<file path="config.mk">
export PLATFORM = sky130hd
export DESIGN_NAME = updown_ctrl
export DESIGN_NICKNAME = d
export VERILOG_FILES = /design/src/rtl/updown_ctrl.sv
export SDC_FILE = /design/constraint.sdc
export NUM_CORES = 1
export LEC_CHECK = 0
export BUFFER_PORTS_ARGS = -buffer_cell sky130_fd_sc_hd__buf_2
export CAP_MARGIN = 20
export CORE_MARGIN = 3
export CORE_UTILIZATION = 58
export CTS_CLUSTER_SIZE = 10
export DETAILED_ROUTE_END_ITERATION = 10
export HOLD_SLACK_MARGIN = 0.02
export PLACE_DENSITY_LB_ADDON = 0.3
export SLEW_MARGIN = 20
export SYNTH_ARGS = -nofsm -noshare
export SYNTH_HDL_FRONTEND = slang
export SYNTH_SLANG_ARGS = --single-unit
</file>
<file path="constraint.sdc">
create_clock -name clk -period 2.1 [get_ports clk]
set_clock_uncertainty 0.05 [all_clocks]
set_input_delay 0.105 -clock clk [delete_from_list [all_inputs] [get_ports clk]]
set_output_delay 0.105 -clock clk [all_outputs]
set_load 0.01 [all_outputs]
</file>
<file path="src/rtl/updown_ctrl.sv">
// Push-button mode controller for the up/down counter: sync, debounce, run/pause/edit FSM, digit blink.
// Define AUTO_REVERSE_EN to make terminal count reverse direction in RUN instead of pausing.
module updown_ctrl #(
  parameter int unsigned DB_CYCLES    = 16,
  parameter int unsigned BLINK_CYCLES = 8,
  parameter int unsigned NUM_DIGITS   = 8
) (
  input  logic       clk,
  input  logic       rst,
  input  logic       btn_start,
  input  logic       btn_dir,
  input  logic       btn_load,
  input  logic       btn_next,
  input  logic       term_cnt,
  output logic       cnt_en,
  output logic       cnt_ud,
  output logic       cnt_load,
  output logic [2:0] numsel,
  output logic [7:0] blink_mask,
  output logic [2:0] state
);

  localparam int unsigned NB   = 4;
  localparam int unsigned DB_W = (DB_CYCLES > 1) ? $clog2(DB_CYCLES) : 1;
  localparam int unsigned BL_W = (BLINK_CYCLES > 1) ? $clog2(2 * BLINK_CYCLES) : 1;

  localparam logic [2:0] S_IDLE  = 3'd0;
  localparam logic [2:0] S_RUN   = 3'd1;
  localparam logic [2:0] S_PAUSE = 3'd2;
  localparam logic [2:0] S_EDIT  = 3'd3;
  localparam logic [2:0] S_LOAD  = 3'd4;

  // Button bit order: [3]=start, [2]=load, [1]=dir, [0]=next (also the priority order)
  logic [NB-1:0]   raw;
  logic [NB-1:0]   sync1;
  logic [NB-1:0]   sync2;
  logic [NB-1:0]   db;
  logic [NB-1:0]   db_d;
  logic [NB-1:0]   press;
  logic [DB_W-1:0] db_cnt [NB];
  logic            term_q;

  assign raw = {btn_start, btn_load, btn_dir, btn_next};

  // Synchronise, debounce and edge-detect all four buttons
  always_ff @(posedge clk or negedge rst) begin
    if (!rst) begin
      sync1  <= '0;
      sync2  <= '0;
      db     <= '0;
      db_d   <= '0;
      press  <= '0;
      term_q <= 1'b0;
      for (int i = 0; i < NB; i++) db_cnt[i] <= '0;
    end else begin
      sync1  <= raw;
      sync2  <= sync1;
      db_d   <= db;
      press  <= db & ~db_d;
      term_q <= term_cnt;
      for (int i = 0; i < NB; i++) begin
        if (sync2[i] != db[i]) begin
          if (db_cnt[i] == DB_W'(DB_CYCLES - 1)) begin
            db[i]     <= sync2[i];
            db_cnt[i] <= '0;
          end else begin
            db_cnt[i] <= db_cnt[i] + DB_W'(1);
          end
        end else begin
          db_cnt[i] <= '0;
        end
      end
    end
  end

  // Only the highest-priority press in a cycle survives
  logic p_start, p_load, p_dir, p_next;
  assign p_start = press[3];
  assign p_load  = press[2] & ~press[3];
  assign p_dir   = press[1] & ~(|press[3:2]);
  assign p_next  = press[0] & ~(|press[3:1]);

  logic [2:0]      state_nx;
  logic            ud_nx;
  logic [2:0]      numsel_nx;
  logic [BL_W-1:0] blink_cnt;
  logic [BL_W-1:0] blink_nx;
  logic            en_nx;
  logic            load_nx;
  logic [7:0]      mask_nx;

  always_comb begin
    state_nx  = state;
    ud_nx     = cnt_ud;
    numsel_nx = numsel;
    case (state)
      S_IDLE, S_PAUSE: begin
        if (p_start)     state_nx = S_RUN;
        else if (p_load) state_nx = S_EDIT;
        else if (p_dir)  ud_nx    = ~cnt_ud;
      end
      S_RUN: begin
        if (p_start)    state_nx = S_PAUSE;
        else if (p_dir) ud_nx    = ~cnt_ud;
        else if (term_q && (press == '0)) begin
`ifdef AUTO_REVERSE_EN
          ud_nx = ~cnt_ud;
`else
          state_nx = S_PAUSE;
`endif
        end
      end
      S_EDIT: begin
        if (p_start)     state_nx = S_PAUSE;
        else if (p_load) state_nx = S_LOAD;
        else if (p_next) numsel_nx = (numsel == 3'(NUM_DIGITS - 1)) ? 3'd0 : numsel + 3'd1;
      end
      S_LOAD:  state_nx = S_PAUSE;
      default: state_nx = S_IDLE;
    endcase

    // Blink phase restarts (mask-on first) on every EDIT entry
    if ((state_nx == S_EDIT) && (state != S_EDIT))       blink_nx = '0;
    else if (blink_cnt == BL_W'(2 * BLINK_CYCLES - 1))   blink_nx = '0;
    else                                                 blink_nx = blink_cnt + BL_W'(1);

    en_nx   = (state_nx == S_RUN);
    load_nx = (state_nx == S_LOAD);
    mask_nx = ((state_nx == S_EDIT) && (blink_nx < BL_W'(BLINK_CYCLES))) ? (8'b1 << numsel_nx) : 8'h00;
  end

  always_ff @(posedge clk or negedge rst) begin
    if (!rst) begin
      state      <= S_IDLE;
      cnt_en     <= 1'b0;
      cnt_ud     <= 1'b1;
      cnt_load   <= 1'b0;
      numsel     <= 3'd0;
      blink_mask <= 8'h00;
      blink_cnt  <= '0;
    end else begin
      state      <= state_nx;
      cnt_en     <= en_nx;
      cnt_ud     <= ud_nx;
      cnt_load   <= load_nx;
      numsel     <= numsel_nx;
      blink_mask <= mask_nx;
      blink_cnt  <= blink_nx;
    end
  end

endmodule

</file>
==> results by group, run 1 <==
Final layout
  • Layout cell share with drive strength beyond 1: 21.8%
  • Commonest non-fill, non-tap cells in the layout: 57 x dfrtp_1, 23 x buf_2, 16 x a21oi_1
  • Layout Cells excl Fill: 289
  • Commonest non-fill, non-tap cell in the layout: dfrtp_1
  • Nets@finish: 248
  • Diodes inserted: 0
  • Area of the multi-input gates: 963 µm²
  • Cell area after layout: 2850 µm²
  • Fillcell total: 304
  • Storage element area: 1450 µm²
  • Layout area overhead: 15.3%

Yosys
  • Yosys warns: 0
  • Syn Area/Cell: 12.5 µm²
  • Async SR Flop Fraction: 100%
  • Sequential area share after synthesis: 58.8%
  • Cell area after synthesis: 2470 µm²
  • Seq cells post-synth: 58
  • Most common flop cell mapped by yosys: dfrtp_1
  • Library cells used by synthesis: 45
  • Synthesized instance count: 198
  • Post-synth EDFFs: 0
  • Post-Syn Nets: 212

Placed design
  • Port bufs: 23
  • Gpl congestion: 0.958
  • Inst Count DP: 267
  • Post-detail-place hpwl: 2960 µm
  • Pre-CTS WS: 0.282 ns
  • DP Area: 2630 µm²

CTS
  • Clock sinks: 58
  • Clk slew on worst S/H paths: 0.06 ns
  • Clk Latency, worst-skew pair: 0.32 ns
  • Root Buffer: clkbuf_8
  • H-tree Lvls: 3
  • Post-CTS setup buffer count: 0
  • CTS tree: built
  • Longest Clk Path Bufs: 2
  • CTS buffer count: 9

Detailed routing
  • Vias/cell: 5.81
  • Drt pass-1 iters: 5
  • Detail Route Antenna Nets: 0
  • Routed wire length: 4230 µm
  • Via Count: 1678
  • DR iter-0 viols: 123
  • Wirelength per Cell: 14.6 µm
  • Drc violations: 0

Timing
  • Minimum clock period after layout: 1.85 ns
  • Unrepaired setup endpoints after global routing: no
  • Final Cycle Share: 87.9%
  • Hold Violations, Final: 0
  • Final worst slack: 0.255 ns
  • Final Slew Violations: 0
  • Max_slew headroom: 68.5%
  • Max Fclk: 0.542 GHz
  • Worst-Margin Slew: 0.472 ns
  • Final setup fails: 0
  • TNS Setup: 0 ns

GRT
  • Total grt overflow: 0
  • Initial antenna violation count: 0
  • Number of global-route vias before repair: 1666
  • Global-route wire length before repair: 7420 µm
  • Largest net degree at the start of global routing: 24
  • GRT Total Usage: 18.9%

Die
  • Chip width: 71.3 µm
  • I/O pin count: 24
  • FP Rows: 23
  • Die Height: 71.3 µm
  • Overall die area: 5080 µm²
  • Starting Density: 60.9%
  • Core area: 4060 µm²

Min path
  • Worst hold path class: input port to async pin

Setup path
  • Reg-to-reg startpoint: press[2]
  • R2R cell count: 4
  • Endpoint type of the worst setup path: flip-flop
  • Crit Path Class: flip-flop to flip-flop
  • Crit path DAT: 2.04 ns
  • WP data required: 2.29 ns
  • CP Max Fanout: 12
  • CP Launch Point: press[2]
  • Type of origin of the critical path: flip-flop

Pwr
  • Combinational Power Share: 10.0%
  • Switching pwr: 0.569 mW
  • Pwr dens: 813 nW/µm²
  • Switching share of power: 24.5%
  • Peak VDD IR: 553 µV
  • Reg power frac: 53.5%
  • Pint: 1.75 mW
  • Leak Pwr: 1.34 nW
  • Final Power: 2.32 mW
  • Clock share of power: 36.5%

Run
  • Max Cap Viol: 0

Run status
  • Status: complete, no violations
## power groups by stage
stage	Sequential (mW)	Combinational (mW)	Clock (mW)
after floorplan	1.25	0.154	0
after global placement	1.25	0.211	0
after detailed placement	1.26	0.223	0
after CTS	1.24	0.234	0.874
after global routing	1.25	0.270	0.922
final	1.24	0.232	0.845
## through the flow
| stage | utilization [%] | hold slack [ns] |
|---|---|---|
| floorplan | - | -0.241 |
| global placement | 64.8 | 0.0299 |
| detailed placement | 64.8 | 0.0353 |
| CTS | 70.3 | 0.211 |
| global route | 70.3 | 0.263 |
| finish | 70.3 | 0.217 |
## critical path, stage by stage (launching register included)
cell and delay [ns]:
dfrtp_1 0.52, or4b_4 0.66, nor4b_2 0.25, o21ai_1 0.12, a21oi_1 0.16
## repair_timing
action	CTS	global route
hold endpoints to repair	26	0
hold buffers	6	0
setup endpoints to repair	0	0
resized for setup	0	0
## synth_stat cells (2+ instances only)
library cell / instances / area, µm²
a31oi_1: 2 / 12.5
a21oi_1: 16 / 80.1
a311oi_1: 6 / 52.6
buf_2: 3 / 15.0
nor3_1: 3 / 15.0
nand3_1: 5 / 25.0
and3_1: 2 / 12.5
a21o_1: 3 / 22.5
nor4b_2: 3 / 45.0
nor3b_1: 4 / 30.0
nor2_1: 11 / 41.3
o31ai_1: 2 / 15.0
mux2_2: 4 / 45.0
ha_1: 7 / 87.6
nand2_1: 7 / 26.3
xnor2_1: 9 / 78.8
inv_1: 6 / 22.5
nand2b_1: 5 / 31.3
nor2b_1: 10 / 62.6
dfrtp_1: 57 / 1430
nand3b_1: 2 / 15.0
o21ai_0: 2 / 10.0
nand4b_1: 2 / 17.5
a211oi_1: 2 / 15.0
o21ai_1: 5 / 25.0
## area by class of cell
cell class | instances | share of cell area (%)
flip-flops and latches | 58 | 50.9
multi-input cells | 128 | 33.8
repair buffers | 31 | 6.67
clock buffers | 16 | 5.62
well taps | 50 | 2.19
inverters | 6 | 0.790
## cells by family (layout without fill, tap and decap cells)
family	count (synthesis)	count (layout)	synth area share (%)
muxes	5	5	2.28
and+or+nand+nor	64	64	18.0
adders and majority gates	7	7	3.54
DFF	58	58	58.8
AOI/OAI and AO/OA	42	42	11.6
buffers and inverters	12	53	2.28
xor gates and xnor gates	10	10	3.54
## final timing paths
check	end	slack (ns)
max	blink_mask[4]	0.25
min	cnt_en	0.22
max reg2reg	blink_mask[4]	0.25
min reg2reg	sync2[2]	0.30
max in group asynchronous	blink_mask[3]	1.17
min in group clk	sync2[2]	0.30
## metal layers
layer | part of all wire (%) | up-vias | GRT usage, %
li1 | - | 789 | -
met1 | 41 | 823 | 22.8
met2 | 51 | 57 | 30.4
met3 | 6.0 | 9 | 6.87
met4 | 1.6 | 0 | 8.56
met5 | 0 | - | 0
## flip-flops by register name, indices dropped and copies added, names as in the netlist, 3 cells and up
register,cells
sync1,4
db_d,4
blink_mask,8
sync2,4
press,4
state,3
db_cnt,16
db,4
blink_cnt,4
numsel,3
Note: power is estimated with default switching activity, not from simulation.
==> run 2: changes to the inputs <==
--- a/config.mk
+++ b/config.mk
@@ -13,6 +13,7 @@
 export DETAILED_ROUTE_END_ITERATION = 10
 export HOLD_SLACK_MARGIN = 0.02
 export PLACE_DENSITY_LB_ADDON = 0.3
+export RECOVER_POWER = 100
 export SLEW_MARGIN = 20
 export SYNTH_ARGS = -nofsm -noshare
 export SYNTH_HDL_FRONTEND = slang
==> run 2 against run 1 <==
  * Setup slack lost 0.087 ns
  * Sequential cell count is the same
  * Combinational power shrank 2%
  * Critical path type unchanged
  * Critical endpoint is now blink_mask[0]
  * Largest cell class unchanged
  * Largest power group unchanged
==> results by group, run 2 (synthesis gave the netlist of run 1 again) <==
Run status
  • Status: complete, no violations

Setup path
  • Crit Path Class: flip-flop to flip-flop
  • Type of origin of the critical path: flip-flop
  • RR Endpoint: blink_mask[0]
  • Endpoint type of the worst setup path: flip-flop
  • Crit-path cells: or4b_4 -> nor4_1 -> o21ai_0 -> a21oi_1
  • Crit path max-delay cell type: or4b_4
  • CP Max Fanout: 12 (unchanged)
  • Reg-to-reg startpoint: press[2]
  • Crit path DAT: 2.12 ns (+0.08 ns)
  • Worst stage delay on the critical path: 0.64 ns (-0.02 ns)
  • WP data required: 2.29 ns (about the same)
  • R2R cell count: 4 (unchanged)
  • Setup slack, reg-to-reg: 0.17 ns (-0.09 ns)

Placed design
  • Port bufs: 23 (unchanged)
  • Gpl congestion: 0.958 (unchanged)
  • Post-detail-place hpwl: 2960 µm (unchanged)
  • Pre-CTS WS: 0.282 ns (unchanged)
  • Inst Count DP: 267 (unchanged)

Final layout
  • Diodes inserted: 0 (unchanged)
  • Layout Cells excl Fill: 289 (unchanged)
  • Layout area overhead: 12.2%
  • Top Registers: db_cnt: 16 flops, blink_mask: 8 flops
  • Nets@finish: 248 (unchanged)
  • Max reg flops: 16 (unchanged)
  • Layout cell share with drive strength beyond 1: 11.7% (-10 points)
  • Biggest register: db_cnt
  • Commonest non-fill, non-tap cells in the layout: 57 x dfrtp_1, 24 x clkbuf_1, 16 x a21oi_1
  • Commonest non-fill, non-tap cell in the layout: dfrtp_1

Timing
  • Hold Violations, Final: 0 (unchanged)
  • Worst-Margin Slew: 1.13 ns (+0.660 ns)
  • Final Slew Violations: 0 (unchanged)
  • Final setup fails: 0 (unchanged)
  • Max_slew headroom: 24.5% (-44 points)
  • Unrepaired setup endpoints after global routing: no
  • Final worst slack: 0.167 ns (-0.0873 ns)
  • Max Fclk: 0.517 GHz (-4.5%)
  • TNS Setup: 0 ns (unchanged)
  • Minimum clock period after layout: 1.93 ns (+0.0873 ns)
  • Final Cycle Share: 92.0% (+4.2 points)

Die
  • FP Rows: 23 (unchanged)
  • Chip width: 71.3 µm (unchanged)
  • Core area: 4060 µm² (unchanged)
  • I/O pin count: 24 (unchanged)
  • Overall die area: 5080 µm² (unchanged)
  • Starting Density: 60.9% (unchanged)
  • Die Height: 71.3 µm (unchanged)

CTS
  • Clk Latency, worst-skew pair: 0.32 ns (about the same)
  • PostCTS Resize Cnt: 0 (unchanged)
  • Post-CTS setup buffer count: 0 (unchanged)
  • CTS buffer count: 9 (unchanged)
  • Longest Clk Path Bufs: 2 (unchanged)
  • # hold bufs at CTS: 6 (unchanged)
  • Clock sinks: 58 (unchanged)
  • H-tree Lvls: 3 (unchanged)
  • Root Buffer: clkbuf_8
  • Clk slew on worst S/H paths: 0.06 ns (about the same)
  • CTS tree: built

Detailed routing
  • DR iter-0 viols: 137 (+11%)
  • Vias/cell: 5.74 (-1.1%)
  • Drt pass-1 iters: 4 (-1)
  • Detail Route Antenna Nets: 0 (unchanged)
  • Routed wire length: 4260 µm (+0.80%)
  • Drc violations: 0 (unchanged)
  • Via Count: 1659 (-1.1%)
  • Wirelength per Cell: 14.7 µm (+0.80%)

Pwr
  • Final Power: 2.31 mW (-0.21%)
  • Peak VDD IR: 554 µV (+0.12%)
  • Leak Pwr: 1.25 nW (-6.4%)
  • Pwr dens: 834 nW/µm² (+2.6%)

GRT
  • Global-route wire length before repair: 7420 µm (unchanged)
  • Number of global-route vias before repair: 1666 (unchanged)
  • GRT Total Usage: 18.9% (unchanged)
  • Largest net degree at the start of global routing: 24 (unchanged)
  • Total grt overflow: 0 (unchanged)
  • Initial antenna violation count: 0 (unchanged)

Min path
  • Worst hold endpoint: sync2[2]
  • Hold wc startpoint: sync1[2]
  • Worst hold path class: flip-flop to flip-flop
  • Hold depth: 0

Run
  • Max Cap Viol: 0 (unchanged)
run 2: cell count changes in the layout (fill, tap and decap cells not counted), moves of 2 or more:
cell	previous run	this run
nor4b_2	3	1
clkbuf_2	0	2
nor4b_1	0	2
clkbuf_1	6	24
buf_4	2	0
o21ai_0	2	5
nor4_1	0	2
buf_2	23	5
o21ai_1	5	2
run 2: cell type report:
class,instances,area (µm²)
multi-input cells,128,913
inverters,6,22.5
clock buffers,16,160
well taps,50,62.6
repair buffers,31,163
fillers,320,1280
flip-flops and latches,58,1450
run 2: per-stage QoR:
stage	area [µm²]	hold slack, ns	utilization [%]
2_1_floorplan	2470	-0.241	-
3_3_place_gp	2630	0.0299	64.8
3_5_place_dp	2630	0.0353	64.8
4_1_cts	2850	0.211	70.3
5_1_grt	2770	0.309	68.4
6_report	2770	0.298	68.4
run 2: report_power, final:
part | total (mW) | internal [mW] | switching (mW)
registers | 1.24 | 1.18 | 0.0610
clock network | 0.845 | 0.464 | 0.382
logic | 0.228 | 0.102 | 0.126
total | 2.31 | 1.75 | 0.568
run 2: how the worst max path moves through the flow:
stage / startpoint / slack [ns] / depth (start not counted) / end
2_1_floorplan: press[3] / 0.52 / 5 / blink_mask[4]
3_3_place_gp: press[3] / 0.37 / 4 / blink_mask[4]
3_5_place_dp: press[3] / 0.28 / 4 / blink_mask[0]
4_1_cts: press[2] / 0.27 / 4 / blink_mask[0]
5_1_grt: press[2] / 0.08 / 4 / cnt_en
6_report: press[2] / 0.17 / 4 / blink_mask[0]
run 2: critical path: cells and delay by family, from the launching register on:
kind	cells	cell delay, ns
AND/OR/NAND/NOR	2	0.90
AO/OA/AOI/OAI	2	0.37
flip-flops	1	0.51
run 2: per-layer routing:
layer	up-vias	global-route usage, %	wire, µm
li1	789	-	-
met5	-	0	0
met3	2	6.87	274
met2	59	30.4	2230
met1	809	22.8	1740
met4	0	8.56	19
==> run 3: changes to the inputs <==
--- a/config.mk
+++ b/config.mk
@@ -7,7 +7,7 @@
 export LEC_CHECK = 0
 export BUFFER_PORTS_ARGS = -buffer_cell sky130_fd_sc_hd__buf_2
 export CAP_MARGIN = 20
-export CORE_MARGIN = 3
+export CORE_MARGIN = 10
 export CORE_UTILIZATION = 58
 export CTS_CLUSTER_SIZE = 10
 export DETAILED_ROUTE_END_ITERATION = 10
==> run 3 against run 2 <==
  * Clock power about the same
  * Global-route usage fell by 5.8 points
  * Cell area up 1.1%
  * Power about the same
  * Non-clock buffer count unchanged
  * Highest routed layer unchanged
==> results by group, run 3 (synthesis gave the netlist of run 1 again) <==
Timing
  • Max Fclk: 0.536 GHz (+3.5%)
  • Final setup fails: 0 (unchanged)
  • Unrepaired setup endpoints after global routing: no
  • Hold Violations, Final: 0 (unchanged)
  • Final Slew Violations: 0 (unchanged)
  • Max_slew headroom: 28.5% (+4.0 points)
  • Final Cycle Share: 88.9% (-3.1 points)
  • Worst-Margin Slew: 1.07 ns (-0.0599 ns)
  • TNS Setup: 0 ns (unchanged)
  • Minimum clock period after layout: 1.87 ns (-0.0659 ns)

Die
  • Starting Density: 60.9% (unchanged)
  • Overall die area: 7270 µm² (+43%)
  • Chip width: 85.3 µm (+20%)
  • Die Height: 85.3 µm (+20%)
  • Core area: 4060 µm² (unchanged)
  • FP Rows: 23 (unchanged)
  • I/O pin count: 24 (unchanged)

Setup path
  • Endpoint type of the worst setup path: flip-flop
  • CP Max Fanout: 12 (unchanged)
  • Crit Path Class: flip-flop to flip-flop
  • Type of origin of the critical path: flip-flop
  • WP data required: 2.29 ns (about the same)
  • Crit path DAT: 2.06 ns (-0.06 ns)

GRT
  • Largest net degree at the start of global routing: 23 (-4.2%)
  • Total grt overflow: 0 (unchanged)
  • Number of global-route vias before repair: 1701 (+2.1%)
  • GRT Total Usage: 13.1% (-5.8 points)
  • Global-route wire length before repair: 7730 µm (+4.2%)
  • Initial antenna violation count: 0 (unchanged)

Placed design
  • Post-detail-place hpwl: 3130 µm (+5.7%)
  • DP Area: 2630 µm² (unchanged)
  • Port bufs: 23 (unchanged)
  • Gpl congestion: 0.950 (-0.85%)

Final layout
  • Commonest non-fill, non-tap cells in the layout: 57 x dfrtp_1, 21 x clkbuf_1, 16 x a21oi_1
  • Cell area after layout: 2810 µm² (+1.1%)
  • Layout cell share with drive strength beyond 1: 14.2% (+2.5 points)
  • Biggest register: db_cnt
  • Diodes inserted: 0 (unchanged)
  • Fillcell total: 300 (-6.3%)
  • Top Registers: db_cnt: 16 flops, blink_mask: 8 flops
  • Commonest non-fill, non-tap cell in the layout: dfrtp_1
  • Nets@finish: 248 (unchanged)
  • Layout area overhead: 13.5%
  • Max reg flops: 16 (unchanged)

CTS
  • H-tree Lvls: 3 (unchanged)
  • Clk Latency, worst-skew pair: 0.32 ns (about the same)
  • CTS tree: built
  • Root Buffer: clkbuf_8
  • Clk slew on worst S/H paths: 0.06 ns (about the same)
  • Clock sinks: 58 (unchanged)
  • Longest Clk Path Bufs: 2 (unchanged)
  • CTS buffer count: 9 (unchanged)

Detailed routing
  • Wirelength per Cell: 14.9 µm (+0.82%)
  • Drt pass-1 iters: 4 (unchanged)
  • Vias/cell: 5.67 (-1.2%)
  • Metal-1 WL: 1740 µm (+0.12%)
  • Met2 Wirelength: 2210 µm (-0.76%)
  • Drc violations: 0 (unchanged)
  • Via Count: 1639 (-1.2%)
  • Met3 routed WL: 329 µm (+20%)
  • Detail Route Antenna Nets: 0 (unchanged)
  • Top layer in use: met4
  • DR iter-0 viols: 143 (+4.4%)
  • Routed wire length: 4300 µm (+0.82%)

Run
  • Max Cap Viol: 0 (unchanged)

Pwr
  • Leak Pwr: 1.26 nW (+0.66%)
  • Peak VDD IR: 525 µV (-5.2%)
  • Pwr dens: 824 nW/µm² (-1.2%)

Run status
  • Status: complete, no violations

Min path
  • Worst hold path class: flip-flop to flip-flop
run 3: cell types whose count changed in the layout (fill, tap and decap cells not counted), sizes merged:
cell	previous run	this run
clkinv	0	3
clkbuf	36	33
run 3: layer usage:
metal  vias to the layer above  GRT usage (%)
li1                        783              -
met1                       815           13.6
met2                        39           22.4
met3                         2           5.64
met4                         0           6.29
met5                         -              0
run 3: final timing paths:
path / slack (ns) / from / cells after the start / end
setup / recovery: 0.23 / press[2] / 4 / blink_mask[6]
hold / removal: 0.30 / sync1[0] / 0 / sync2[0]
setup reg to reg: 0.23 / press[2] / 4 / blink_mask[6]
hold reg to reg: 0.30 / sync1[0] / 0 / sync2[0]
max in group asynchronous: 0.54 / rst / 3 / db_cnt[15]
min in group asynchronous: 0.44 / rst / 2 / cnt_en
run 3: cell type report:
type                       instances  area (µm²)  area share (%)
inverter                           6        22.5           0.803
sequential                        58        1450            51.8
tap                               50        62.6            2.23
clock inverter                     3        15.0           0.535
clock buffer                      13         149            5.31
timing repair buffer              31         163            5.80
multi-input combinational        128         941            33.5
run 3: critical path: stages (launching register included):
cell	delay, ns
dfrtp_1	0.51
or4b_4	0.66
nor4b_2	0.23
o21ai_0	0.15
a21oi_1	0.18
run 3: through the flow:
| stage | hold slack, ns | std cells | worst slack [ns] | power (mW) | util, % |
|---|---|---|---|---|---|
| finish | 0.303 | 289 | 0.233 | 2.31 | 69.1 |
| global placement | 0.0198 | 267 | 0.373 | 1.46 | 64.8 |
| global route | 0.308 | 289 | 0.0822 | 2.44 | 69.1 |
| floorplan | -0.241 | 198 | 0.516 | 1.40 | - |
| detailed placement | 0.0303 | 267 | 0.302 | 1.48 | 64.8 |
| CTS | 0.209 | 289 | 0.266 | 2.35 | 70.4 |
run 3: repair_timing:
item,CTS,global route
hold buffers,6,0
resized for setup,0,0
endpoints found under the hold margin,25,0
buffers inserted,0,0
run 3: report_power, final:
group	internal, mW	total [mW]	switching (mW)
logic	0.101	0.225	0.124
clock network	0.455	0.848	0.394
registers	1.18	1.24	0.0585
